==> config.mk <==
export PLATFORM = sky130hd
export DESIGN_NAME = control_sequencer
export DESIGN_NICKNAME = d
export VERILOG_FILES = /design/src/rtl/cpu_ctrl_pkg.sv /design/src/rtl/reg_select_decoder.sv /design/src/rtl/control_sequencer.sv
export SDC_FILE = /design/constraint.sdc
export NUM_CORES = 1
export LEC_CHECK = 0
export BUFFER_PORTS_ARGS = -buffer_cell sky130_fd_sc_hd__buf_2
export CAP_MARGIN = 20
export CORE_ASPECT_RATIO = 0.9
export CORE_UTILIZATION = 35
export DETAILED_ROUTE_END_ITERATION = 10
export PLACE_DENSITY = 0.71
export SKIP_CTS_REPAIR_TIMING = 1
export SYNTH_ARGS = -nofsm -noshare
export SYNTH_HDL_FRONTEND = slang
export SYNTH_SLANG_ARGS = --single-unit
==> constraint.sdc <==
create_clock -name Clock -period 8.05 [get_ports Clock]
set_input_delay 1.61 -clock Clock [delete_from_list [all_inputs] [get_ports Clock]]
set_output_delay 1.61 -clock Clock [all_outputs]
set_load 0.02 [all_outputs]
==> src/rtl/cpu_ctrl_pkg.sv <==
// Shared definitions for the hardwired control sequencer: opcode constants,
// sequencer state encoding, IR field positions and the opcode-class decode.
package cpu_ctrl_pkg;

  localparam int unsigned OpcodeW = 5;

  // IR field positions (LSB of each field; widths come from OPW / RW).
  localparam int unsigned OpLsb = 27;
  localparam int unsigned RaLsb = 23;
  localparam int unsigned RbLsb = 19;
  localparam int unsigned RcLsb = 15;

  localparam logic [OpcodeW-1:0] OpAdd  = 5'b00011;
  localparam logic [OpcodeW-1:0] OpSub  = 5'b00100;
  localparam logic [OpcodeW-1:0] OpAnd  = 5'b00101;
  localparam logic [OpcodeW-1:0] OpOr   = 5'b00110;
  localparam logic [OpcodeW-1:0] OpShr  = 5'b00111;
  localparam logic [OpcodeW-1:0] OpShl  = 5'b01000;
  localparam logic [OpcodeW-1:0] OpRor  = 5'b01001;
  localparam logic [OpcodeW-1:0] OpRol  = 5'b01010;
  localparam logic [OpcodeW-1:0] OpMul  = 5'b01111;
  localparam logic [OpcodeW-1:0] OpDiv  = 5'b10000;
  localparam logic [OpcodeW-1:0] OpNeg  = 5'b10001;
  localparam logic [OpcodeW-1:0] OpNot  = 5'b10010;
  localparam logic [OpcodeW-1:0] OpNop  = 5'b11010;
  localparam logic [OpcodeW-1:0] OpHalt = 5'b11011;

  typedef enum logic [3:0] {
    StIdle,
    StT0,
    StT1,
    StT2,
    StT3,
    StT4,
    StT5,
    StT6,
    StHalt
  } state_e;

  typedef enum logic [2:0] {
    ClsAlu3,
    ClsUnary,
    ClsMulDiv,
    ClsNop,
    ClsHalt,
    ClsIllegal
  } op_class_e;

  function automatic op_class_e op_class(input logic [OpcodeW-1:0] op);
    op_class_e cls;
    case (op)
      OpAdd, OpSub, OpAnd, OpOr, OpShr, OpShl, OpRor, OpRol: cls = ClsAlu3;
      OpNeg, OpNot:                                          cls = ClsUnary;
      OpMul, OpDiv:                                          cls = ClsMulDiv;
      OpNop:                                                 cls = ClsNop;
      OpHalt:                                                cls = ClsHalt;
      default:                                               cls = ClsIllegal;
    endcase
    return cls;
  endfunction

endpackage

==> src/rtl/reg_select_decoder.sv <==
// Register-field to one-hot GPR strobe decoder.
//   en_i     : strobe enable; output is all-zero when low
//   sel_i    : RW-bit register number
//   onehot_o : NREG-bit one-hot strobe (zero when disabled)
module reg_select_decoder #(
  parameter int unsigned RW   = 4,
  parameter int unsigned NREG = 16
) (
  input  logic            en_i,
  input  logic [RW-1:0]   sel_i,
  output logic [NREG-1:0] onehot_o
);

  always_comb begin
    onehot_o = '0;
    for (int unsigned i = 0; i < NREG; i++) begin
      onehot_o[i] = en_i && (sel_i == RW'(i));
    end
  end

endmodule

==> src/rtl/control_sequencer.sv <==
// Hardwired control unit for the 32-bit bus datapath. Sequences fetch (T0-T2)
// and execute (T3-T6) and drives every datapath strobe as a decode of the
// current state and the latched IR fields.
//   Clock, Clear        : rising-edge clock, synchronous active-high clear
//   Run                 : level; start / continue execution
//   IR                  : latched instruction (valid from T3 onward)
//   MemDone             : memory read data valid during fetch
//   PCout..Zlowout      : bus source selects
//   MARin..LOin         : register load enables
//   IncPC, Read         : PC increment to ALU; memory read / MDR source
//   Rin, Rout           : one-hot GPR load / bus-drive strobes
//   CONTROL             : ALU operation
//   Busy/Halted/Illegal : status
//   InstrCount          : retired instructions (wrapping)
module control_sequencer
  import cpu_ctrl_pkg::*;
#(
  parameter int unsigned OPW  = 5,
  parameter int unsigned RW   = 4,
  parameter int unsigned NREG = 16,
  parameter int unsigned CNTW = 16
) (
  input  logic            Clock,
  input  logic            Clear,
  input  logic            Run,
  input  logic [31:0]     IR,
  input  logic            MemDone,
  output logic            PCout,
  output logic            MDRout,
  output logic            Zhighout,
  output logic            Zlowout,
  output logic            MARin,
  output logic            PCin,
  output logic            MDRin,
  output logic            IRin,
  output logic            Yin,
  output logic            Zhighin,
  output logic            Zlowin,
  output logic            HIin,
  output logic            LOin,
  output logic            IncPC,
  output logic            Read,
  output logic [NREG-1:0] Rin,
  output logic [NREG-1:0] Rout,
  output logic [OPW-1:0]  CONTROL,
  output logic            Busy,
  output logic            Halted,
  output logic            Illegal,
  output logic [CNTW-1:0] InstrCount
);

  state_e          state_q, state_d;
  logic [CNTW-1:0] count_q;
  logic            illegal_q;

  logic [OPW-1:0]  op;
  logic [RW-1:0]   ra, rb, rc;
  op_class_e       cls;

  logic            rout_en, rin_en;
  logic [RW-1:0]   rout_sel, rin_sel;
  logic            retire, count_en;
  state_e          after_retire;

  assign op  = IR[OpLsb +: OPW];
  assign ra  = IR[RaLsb +: RW];
  assign rb  = IR[RbLsb +: RW];
  assign rc  = IR[RcLsb +: RW];
  assign cls = op_class(op);

  logic unused_ir;
  assign unused_ir = ^IR[RcLsb-1:0];

  // Last execute state of each class; also where the retire counter ticks.
  assign retire = (state_q == StT3 && cls == ClsNop)   ||
                  (state_q == StT4 && cls == ClsUnary) ||
                  (state_q == StT5 && cls == ClsAlu3)  ||
                  (state_q == StT6);
  assign count_en     = retire || (state_q == StT3 && cls == ClsHalt);
  assign after_retire = Run ? StT0 : StIdle;

  // State register
  always_ff @(posedge Clock) begin
    if (Clear) begin
      state_q <= StIdle;
    end else begin
      state_q <= state_d;
    end
  end

  // Next-state logic
  always_comb begin
    state_d = state_q;
    unique case (state_q)
      StIdle: if (Run) state_d = StT0;
      StT0:   state_d = StT1;
      StT1:   if (MemDone) state_d = StT2;
      StT2:   state_d = StT3;
      StT3: begin
        case (cls)
          ClsAlu3, ClsUnary, ClsMulDiv: state_d = StT4;
          ClsNop:                       state_d = after_retire;
          default:                      state_d = StHalt;
        endcase
      end
      StT4:   state_d = (cls == ClsUnary) ? after_retire : StT5;
      StT5:   state_d = (cls == ClsMulDiv) ? StT6 : after_retire;
      StT6:   state_d = after_retire;
      StHalt: state_d = StHalt;
      default: state_d = StIdle;
    endcase
  end

  // Output decode; everything is held low while Clear is asserted so an
  // aborted instruction never leaves a partial register write behind.
  always_comb begin
    PCout    = 1'b0;
    MDRout   = 1'b0;
    Zhighout = 1'b0;
    Zlowout  = 1'b0;
    MARin    = 1'b0;
    PCin     = 1'b0;
    MDRin    = 1'b0;
    IRin     = 1'b0;
    Yin      = 1'b0;
    Zhighin  = 1'b0;
    Zlowin   = 1'b0;
    HIin     = 1'b0;
    LOin     = 1'b0;
    IncPC    = 1'b0;
    Read     = 1'b0;
    CONTROL  = '0;
    rout_en  = 1'b0;
    rout_sel = '0;
    rin_en   = 1'b0;
    rin_sel  = '0;
    if (!Clear) begin
      unique case (state_q)
        StT0: begin
          PCout  = 1'b1;
          MARin  = 1'b1;
          IncPC  = 1'b1;
          Zlowin = 1'b1;
        end
        StT1: begin
          Read  = 1'b1;
          MDRin = 1'b1;
          // PC takes the incremented value only on the completing cycle.
          if (MemDone) begin
            Zlowout = 1'b1;
            PCin    = 1'b1;
          end
        end
        StT2: begin
          MDRout = 1'b1;
          IRin   = 1'b1;
        end
        StT3: begin
          case (cls)
            ClsAlu3: begin
              rout_en  = 1'b1;
              rout_sel = rb;
              Yin      = 1'b1;
            end
            ClsUnary: begin
              rout_en  = 1'b1;
              rout_sel = rb;
              CONTROL  = op;
              Zhighin  = 1'b1;
              Zlowin   = 1'b1;
            end
            ClsMulDiv: begin
              rout_en  = 1'b1;
              rout_sel = ra;
              Yin      = 1'b1;
            end
            default: ;
          endcase
        end
        StT4: begin
          case (cls)
            ClsAlu3, ClsMulDiv: begin
              rout_en  = 1'b1;
              rout_sel = (cls == ClsAlu3) ? rc : rb;
              CONTROL  = op;
              Zhighin  = 1'b1;
              Zlowin   = 1'b1;
            end
            ClsUnary: begin
              Zlowout = 1'b1;
              rin_en  = 1'b1;
              rin_sel = ra;
            end
            default: ;
          endcase
        end
        StT5: begin
          case (cls)
            ClsAlu3: begin
              Zlowout = 1'b1;
              rin_en  = 1'b1;
              rin_sel = ra;
            end
            ClsMulDiv: begin
              Zlowout = 1'b1;
              LOin    = 1'b1;
            end
            default: ;
          endcase
        end
        StT6: begin
          if (cls == ClsMulDiv) begin
            Zhighout = 1'b1;
            HIin     = 1'b1;
          end
        end
        default: ;
      endcase
    end
  end

  assign Busy       = !Clear && (state_q != StIdle) && (state_q != StHalt);
  assign Halted     = (state_q == StHalt);
  assign Illegal    = illegal_q;
  assign InstrCount = count_q;

  always_ff @(posedge Clock) begin
    if (Clear) begin
      count_q   <= '0;
      illegal_q <= 1'b0;
    end else begin
      if (count_en) begin
        count_q <= count_q + CNTW'(1);
      end
      if (state_q == StT3 && cls == ClsIllegal) begin
        illegal_q <= 1'b1;
      end
    end
  end

  reg_select_decoder #(
    .RW   (RW),
    .NREG (NREG)
  ) u_rout_dec (
    .en_i     (rout_en),
    .sel_i    (rout_sel),
    .onehot_o (Rout)
  );

  reg_select_decoder #(
    .RW   (RW),
    .NREG (NREG)
  ) u_rin_dec (
    .en_i     (rin_en),
    .sel_i    (rin_sel),
    .onehot_o (Rin)
  );

endmodule

### Word-level counts from Yosys, hierarchy flattened

Memory sizes are Yosys's and may differ from the RTL's.
Index checks and enable logic that the tools add are counted.

| word-level totals | value |
|---|---|
| ROM bits | 96 |
| flip-flop bits (word level) | 21 |
| input bits | 36 |
| output and inout bits | 71 |
| memories | 1 |
| logic and storage cells | 154 |

Memory list:

| memory | depth | width | rd ports | clocked after Yosys merged registers in | wr ports | RTL line | RTL |
|---|---|---|---|---|---|---|---|
| (no name shown) | 32 | 3 | 1 | 0 | 0 | cpu_ctrl_pkg.sv:51 | `case (op)` |

| operators by class | value |
|---|---|
| eq/ne operators | 46 |
| mux-type cells | 50 |
| add/sub/neg operators | 1 |
| reductions and logical operators | 53 |

Operator list:

| cell | count |
|---|---|
| $eq 4x4->1 const B | 17 |
| $eq 4x3->1 const B | 12 |
| $logic_and 1x1->1 | 39 |
| $pmux 4 s9 | 1 |
| $mux 4 | 8 |
| $pmux 4 s2 | 4 |
| $mux 1 | 26 |
| $eq 4x2->1 const B | 6 |
| $add 16x1->16 const B | 1 |
| $mux 5 | 3 |
| $eq 4x1->1 const B | 3 |
| $logic_not 4->1 | 3 |
| $pmux 5 s2 | 1 |
| $eq 3x2->1 const B | 2 |
| $eq 3x3->1 const B | 2 |
| $mux 3 | 2 |
| $pmux 1 s2 | 3 |
| $pmux 1 s3 | 2 |
| $logic_or 1x1->1 | 4 |
| $ne 2x2->1 const B | 2 |
| $ne 4x4->1 const B | 1 |
| $reduce_bool 4->1 | 1 |
| $reduce_or 2->1 | 2 |
| $eq 3x1->1 const B | 1 |
| 4 further kinds | 4 |

### Longest topological paths before layout

An unclocked memory read counts as a cell.

| depth | value |
|---|---|
| depth in word-level cells | 8 |
| mapped depth | 9 |
| mapped depth without buffers | 6 |

### Cells and area by module

A second synthesis with hierarchy kept.

| unflattened totals | value |
|---|---|
| cells, all modules | 311 |
| area total of the unflattened synthesis | 2,232.1 um2 |

By module, submodules not included:

| module | seq. area each (um2) | times used | area each (um2) | cells an instance |
|---|---|---|---|---|
| control_sequencer | 420.4 | 1 | 1,996.9 | 265 |
| reg_select_decoder | 0.0 | 2 | 117.6 | 23 |

### Worst setup path after synthesis

Ideal clock, no wire load.

| timing | value |
|---|---|
| kind | input port to output port |
| start point | in IR[27] |
| end point | out Rout[8] |
| arrival | 3.750 ns |
| buffers on the path | 1 |
| required time | 6.440 ns |
| setup slack | 2.690 ns |
| stages | 7 |
| path through | buf_2 a21o_1 mux2i_2 mux2i_1 o22ai_2 or3_1 nor4_1 |

| between the ends | value |
|---|---|
| longest elaborated chain between the ends | 8 |
| elaborated cells on any way between the ends | 18 |
| those cells by class | eq/ne (3); mux (9); reduce/logical (5); memory (1) |

RTL lines:

| element | RTL line | RTL |
|---|---|---|
| start, declared | control_sequencer.sv:26 | `input logic [31:0] IR,` |
| $mem_v2 32x3 * | -- |  |
| $eq 3x1->1, or another cell as far along | control_sequencer.sv:159 | `case (cls)` |
| $reduce_or 2->1 (no line) / $mux 4 (equally long branches) | -- |  |
| $pmux 4 s2 / $mux 4 (equally long branches) | control_sequencer.sv:159, control_sequencer.sv:181 |  |
| $pmux 4 s2 | control_sequencer.sv:138 | `unique case (state_q)` |
| $mux 4 | control_sequencer.sv:137 | `if (!Clear) begin` |
| $eq 4x4->1 | reg_select_decoder.sv:17 | `onehot_o[i] = en_i && (sel_i == RW'(i));` |
| $logic_and 1x1->1 * | reg_select_decoder.sv:17 |  |
| end, declared | control_sequencer.sv:44 | `output logic [NREG-1:0] Rout,` |

Every way passes the cells marked *; elsewhere a longest branch is shown, timed or not.

### Worst setup path in the final report

| timing | value |
|---|---|
| start point | in IR[29] |
| end point | out Rout[4] |

| between the ends | value |
|---|---|
| longest elaborated chain between the ends | 8 |
| elaborated cells on any way between the ends | 18 |
| those cells by class | eq/ne (3); mux (9); reduce/logical (5); memory (1) |

RTL lines:

| element | RTL line |
|---|---|
| $mem_v2 32x3 * | -- |
| $eq 3x1->1, or another cell as far along | control_sequencer.sv:159 |
| $reduce_or 2->1 (no line) / $mux 4 (equally long branches) | -- |
| $pmux 4 s2 / $mux 4 (equally long branches) | control_sequencer.sv:159, control_sequencer.sv:181 |
| $pmux 4 s2 | control_sequencer.sv:138 |
| $mux 4 | control_sequencer.sv:137 |
| $eq 4x3->1 | reg_select_decoder.sv:17 |
| $logic_and 1x1->1 * | reg_select_decoder.sv:17 |

Marks and branches as above.

==> run summary <==
Layout area overhead: 19.5%
First-pass GRT wire length: 10.9 mm
Critical path launch point type: input pin
H-tree levels: 1
Worst slew margin: 45.7%
Post-route core utilization: 43.4%
Ys flop type: dfxtp_1
Max Transition Viols Final: 0
RD Place Congestion: 0.911
Critical Path Sink Type: output pin
Vias in the first global route: 2371
Initial antenna violation count: 0
Number of I/O port buffers: 91
CTS buffer count: 3
# IOs: 107
Syn nets: 368
Pleak: 1.27 nW
Via density: 5.51
Core Area: 6550 sq um
Root buf cell: clkbuf_8
Via count: 2690
Launch point of the worst reg-to-reg path: state_q[0]
Mapped Cells: 331
Routed len/inst: 13.9 um
Grt ovf: 0
WP data arrival: 4.10 ns
Yosys reg bits: 21
Max IR drop VDD: 0.0000615 V
Skew-Pair Late Insertion Delay: 0.26 ns
Max-cap check violation count: 0
Post-route ant nets: 0
Die area: 7120 sq um
EDFF count, synth: 0
Final WL: 6.76 mm
Die W: 88.9 um
Setup_tns: 0 ns
CTS max path bufs: 2
Worst-path maximum fanout: 21
GRT Overall Usage: 18.9%
Slew @ Worst Pin: 0.814 ns
Num rows: 28
Status: finished clean
Library cells used by synthesis: 58
Post-DP HPWL: 5.13 mm
Reg clk slew, reported paths: 0.07 ns
CTS sink count: 21
Fmax: 175 MHz
Hold path startpoint: Illegal
CP required: 6.44 ns
TritonCTS clock tree: done
Final worst path period share: 70.9%
Overall power: 0.000254 W
Min Tclk post-route: 5.71 ns
PwrDens: 89.4 nW/um^2
Die height: 80.2 um
Worst Setup SP: IR[29]
Synth warn: 0
Ant. Diodes: 0
Post-synthesis cell area: 2380 sq um
Asr flop ratio synth: 0%
Critical path type: in2out
Finished Layout Cells: 488
Largest net degree at the start of global routing: 47
1st-pass router iterations: 6
Fin. Hold Viols: 0
Syn Area/Cell: 7.18 sq um
Placed Cells: 484
Hold crit path type: reg2reg
Final Setup Violations: 0
RSZ-0062 raised after global routing: false
Residual DRC: 0
Starting Density: 36.3%
Layout cell share with drive strength beyond 1: 29.9%
Final Skew: 0.00418 ns
Iteration-0 DRC Markers: 171
Nets@finish: 436
Post-synthesis sequential area ratio: 17.7%
[area by class of cell]
type                    instances  area [sq um]
clock buffers                   4          45.0
flip-flops and latches         21           420
well taps                      90           113
inverters                       3          11.3
multi-input cells             279          1800
repair buffers                 91           455
fillers                       696          3710
[path summary, 6_finish.rpt]
path | end | slack, ns | cells past startpoint
max | Rout[4] | 2.34 | 8
min | Illegal | 0.47 | 2
max reg2reg | InstrCount[13] | 5.35 | 4
min reg2reg | Illegal | 0.47 | 2
[registers in the layout, indices dropped and copies added (netlist names)]
signal      flops
Illegal         1
state_q         4
InstrCount     16
[worst max-delay path, stage by stage]
cell and delay (ns):
buf_2 0.30, and4b_1 0.25, a2111oi_2 0.56, o21ai_1 0.34, o22ai_1 0.46, nand3_1 0.23, a21oi_1 0.16, buf_2 0.18
[kinds of logic (layout without fill, tap and decap cells)]
| group | after synthesis | in the layout | synth area share (%) |
|---|---|---|---|
| DFF | 21 | 21 | 17.7 |
| adders and majority gates | 1 | 1 | 0.527 |
| buffers and inverters | 31 | 98 | 6.74 |
| AOI/OAI and AO/OA | 71 | 71 | 22.2 |
| and+or+nand+nor | 183 | 183 | 41.7 |
| xor gates and xnor gates | 3 | 3 | 1.42 |
| muxes | 21 | 21 | 9.74 |
[cells in the final DEF, fill, tap and decap left out, types with 2 or more instances in the layout]
master / Yosys / layout
or3b_1: 2 / 2
nor3_1: 19 / 19
nor2b_1: 23 / 23
a32o_1: 4 / 4
o21ai_0: 10 / 10
nor2_1: 51 / 51
xor2_1: 2 / 2
o211ai_1: 2 / 2
mux2i_1: 6 / 6
mux2_1: 10 / 10
nand4_1: 5 / 5
and2_1: 9 / 9
nand3_1: 11 / 11
and4_1: 3 / 3
and3_1: 10 / 10
a21o_1: 2 / 2
nand2b_1: 9 / 9
or3_1: 2 / 2
nor4bb_1: 4 / 4
mux2_2: 4 / 4
o22ai_2: 2 / 2
nor4_1: 8 / 8
a21oi_2: 8 / 8
dfxtp_1: 21 / 21
a211oi_1: 8 / 8
o21a_1: 2 / 2
inv_1: 3 / 3
a21oi_1: 16 / 16
nand2_1: 16 / 16
o22ai_1: 3 / 3
nor3b_1: 3 / 3
buf_2: 5 / 91
clkbuf_8: 0 / 3
or2_2: 4 / 4
[power breakdown]
group / leakage, nW / internal (W) / switching (W)
sequential: 0.169 / 0.000106 / 0.00000659
clock: 0.0228 / 0.0000352 / 0.0000345
combinational: 1.08 / 0.0000266 / 0.0000453
[per-layer routing]
metal / global-route usage [%] / up-vias / wire, um
li1: - / 1332 / -
met1: 25.6 / 1251 / 3190
met2: 31.6 / 99 / 3070
met3: 2.57 / 8 / 428
met4: 3.71 / 0 / 77
met5: 0 / - / 0
[stage by stage]
step | hold slack (ns) | area (sq um) | setup WS, ns
3_5_place_dp | 0.472 | 2800 | 2.34
5_1_grt | 0.513 | 2840 | 2.11
4_1_cts | 0.490 | 2840 | 2.34
6_report | 0.474 | 2840 | 2.34
3_3_place_gp | 0.460 | 2800 | 2.44
2_1_floorplan | 0.555 | 2380 | 2.69
[cell usage after synthesis, types with 5 or more instances]
cell | instances | area [sq um]
buf_4 | 6 | 45.0
nand4_1 | 5 | 31.3
buf_2 | 5 | 25.0
a21oi_2 | 8 | 70.1
nor4_1 | 8 | 50.1
nand2b_1 | 9 | 56.3
and3_1 | 10 | 62.6
mux2_1 | 10 | 113
nor2b_1 | 23 | 144
nor3_1 | 19 | 95.1
a21oi_1 | 16 | 80.1
nor2_1 | 51 | 191
clkbuf_1 | 11 | 41.3
o21ai_0 | 10 | 50.1
nand3_1 | 11 | 55.1
mux2i_1 | 6 | 60.1
nand2_1 | 16 | 60.1
a211oi_1 | 8 | 60.1
and2_1 | 9 | 56.3
dfxtp_1 | 21 | 420
Note: power is estimated with default switching activity, not from simulation.
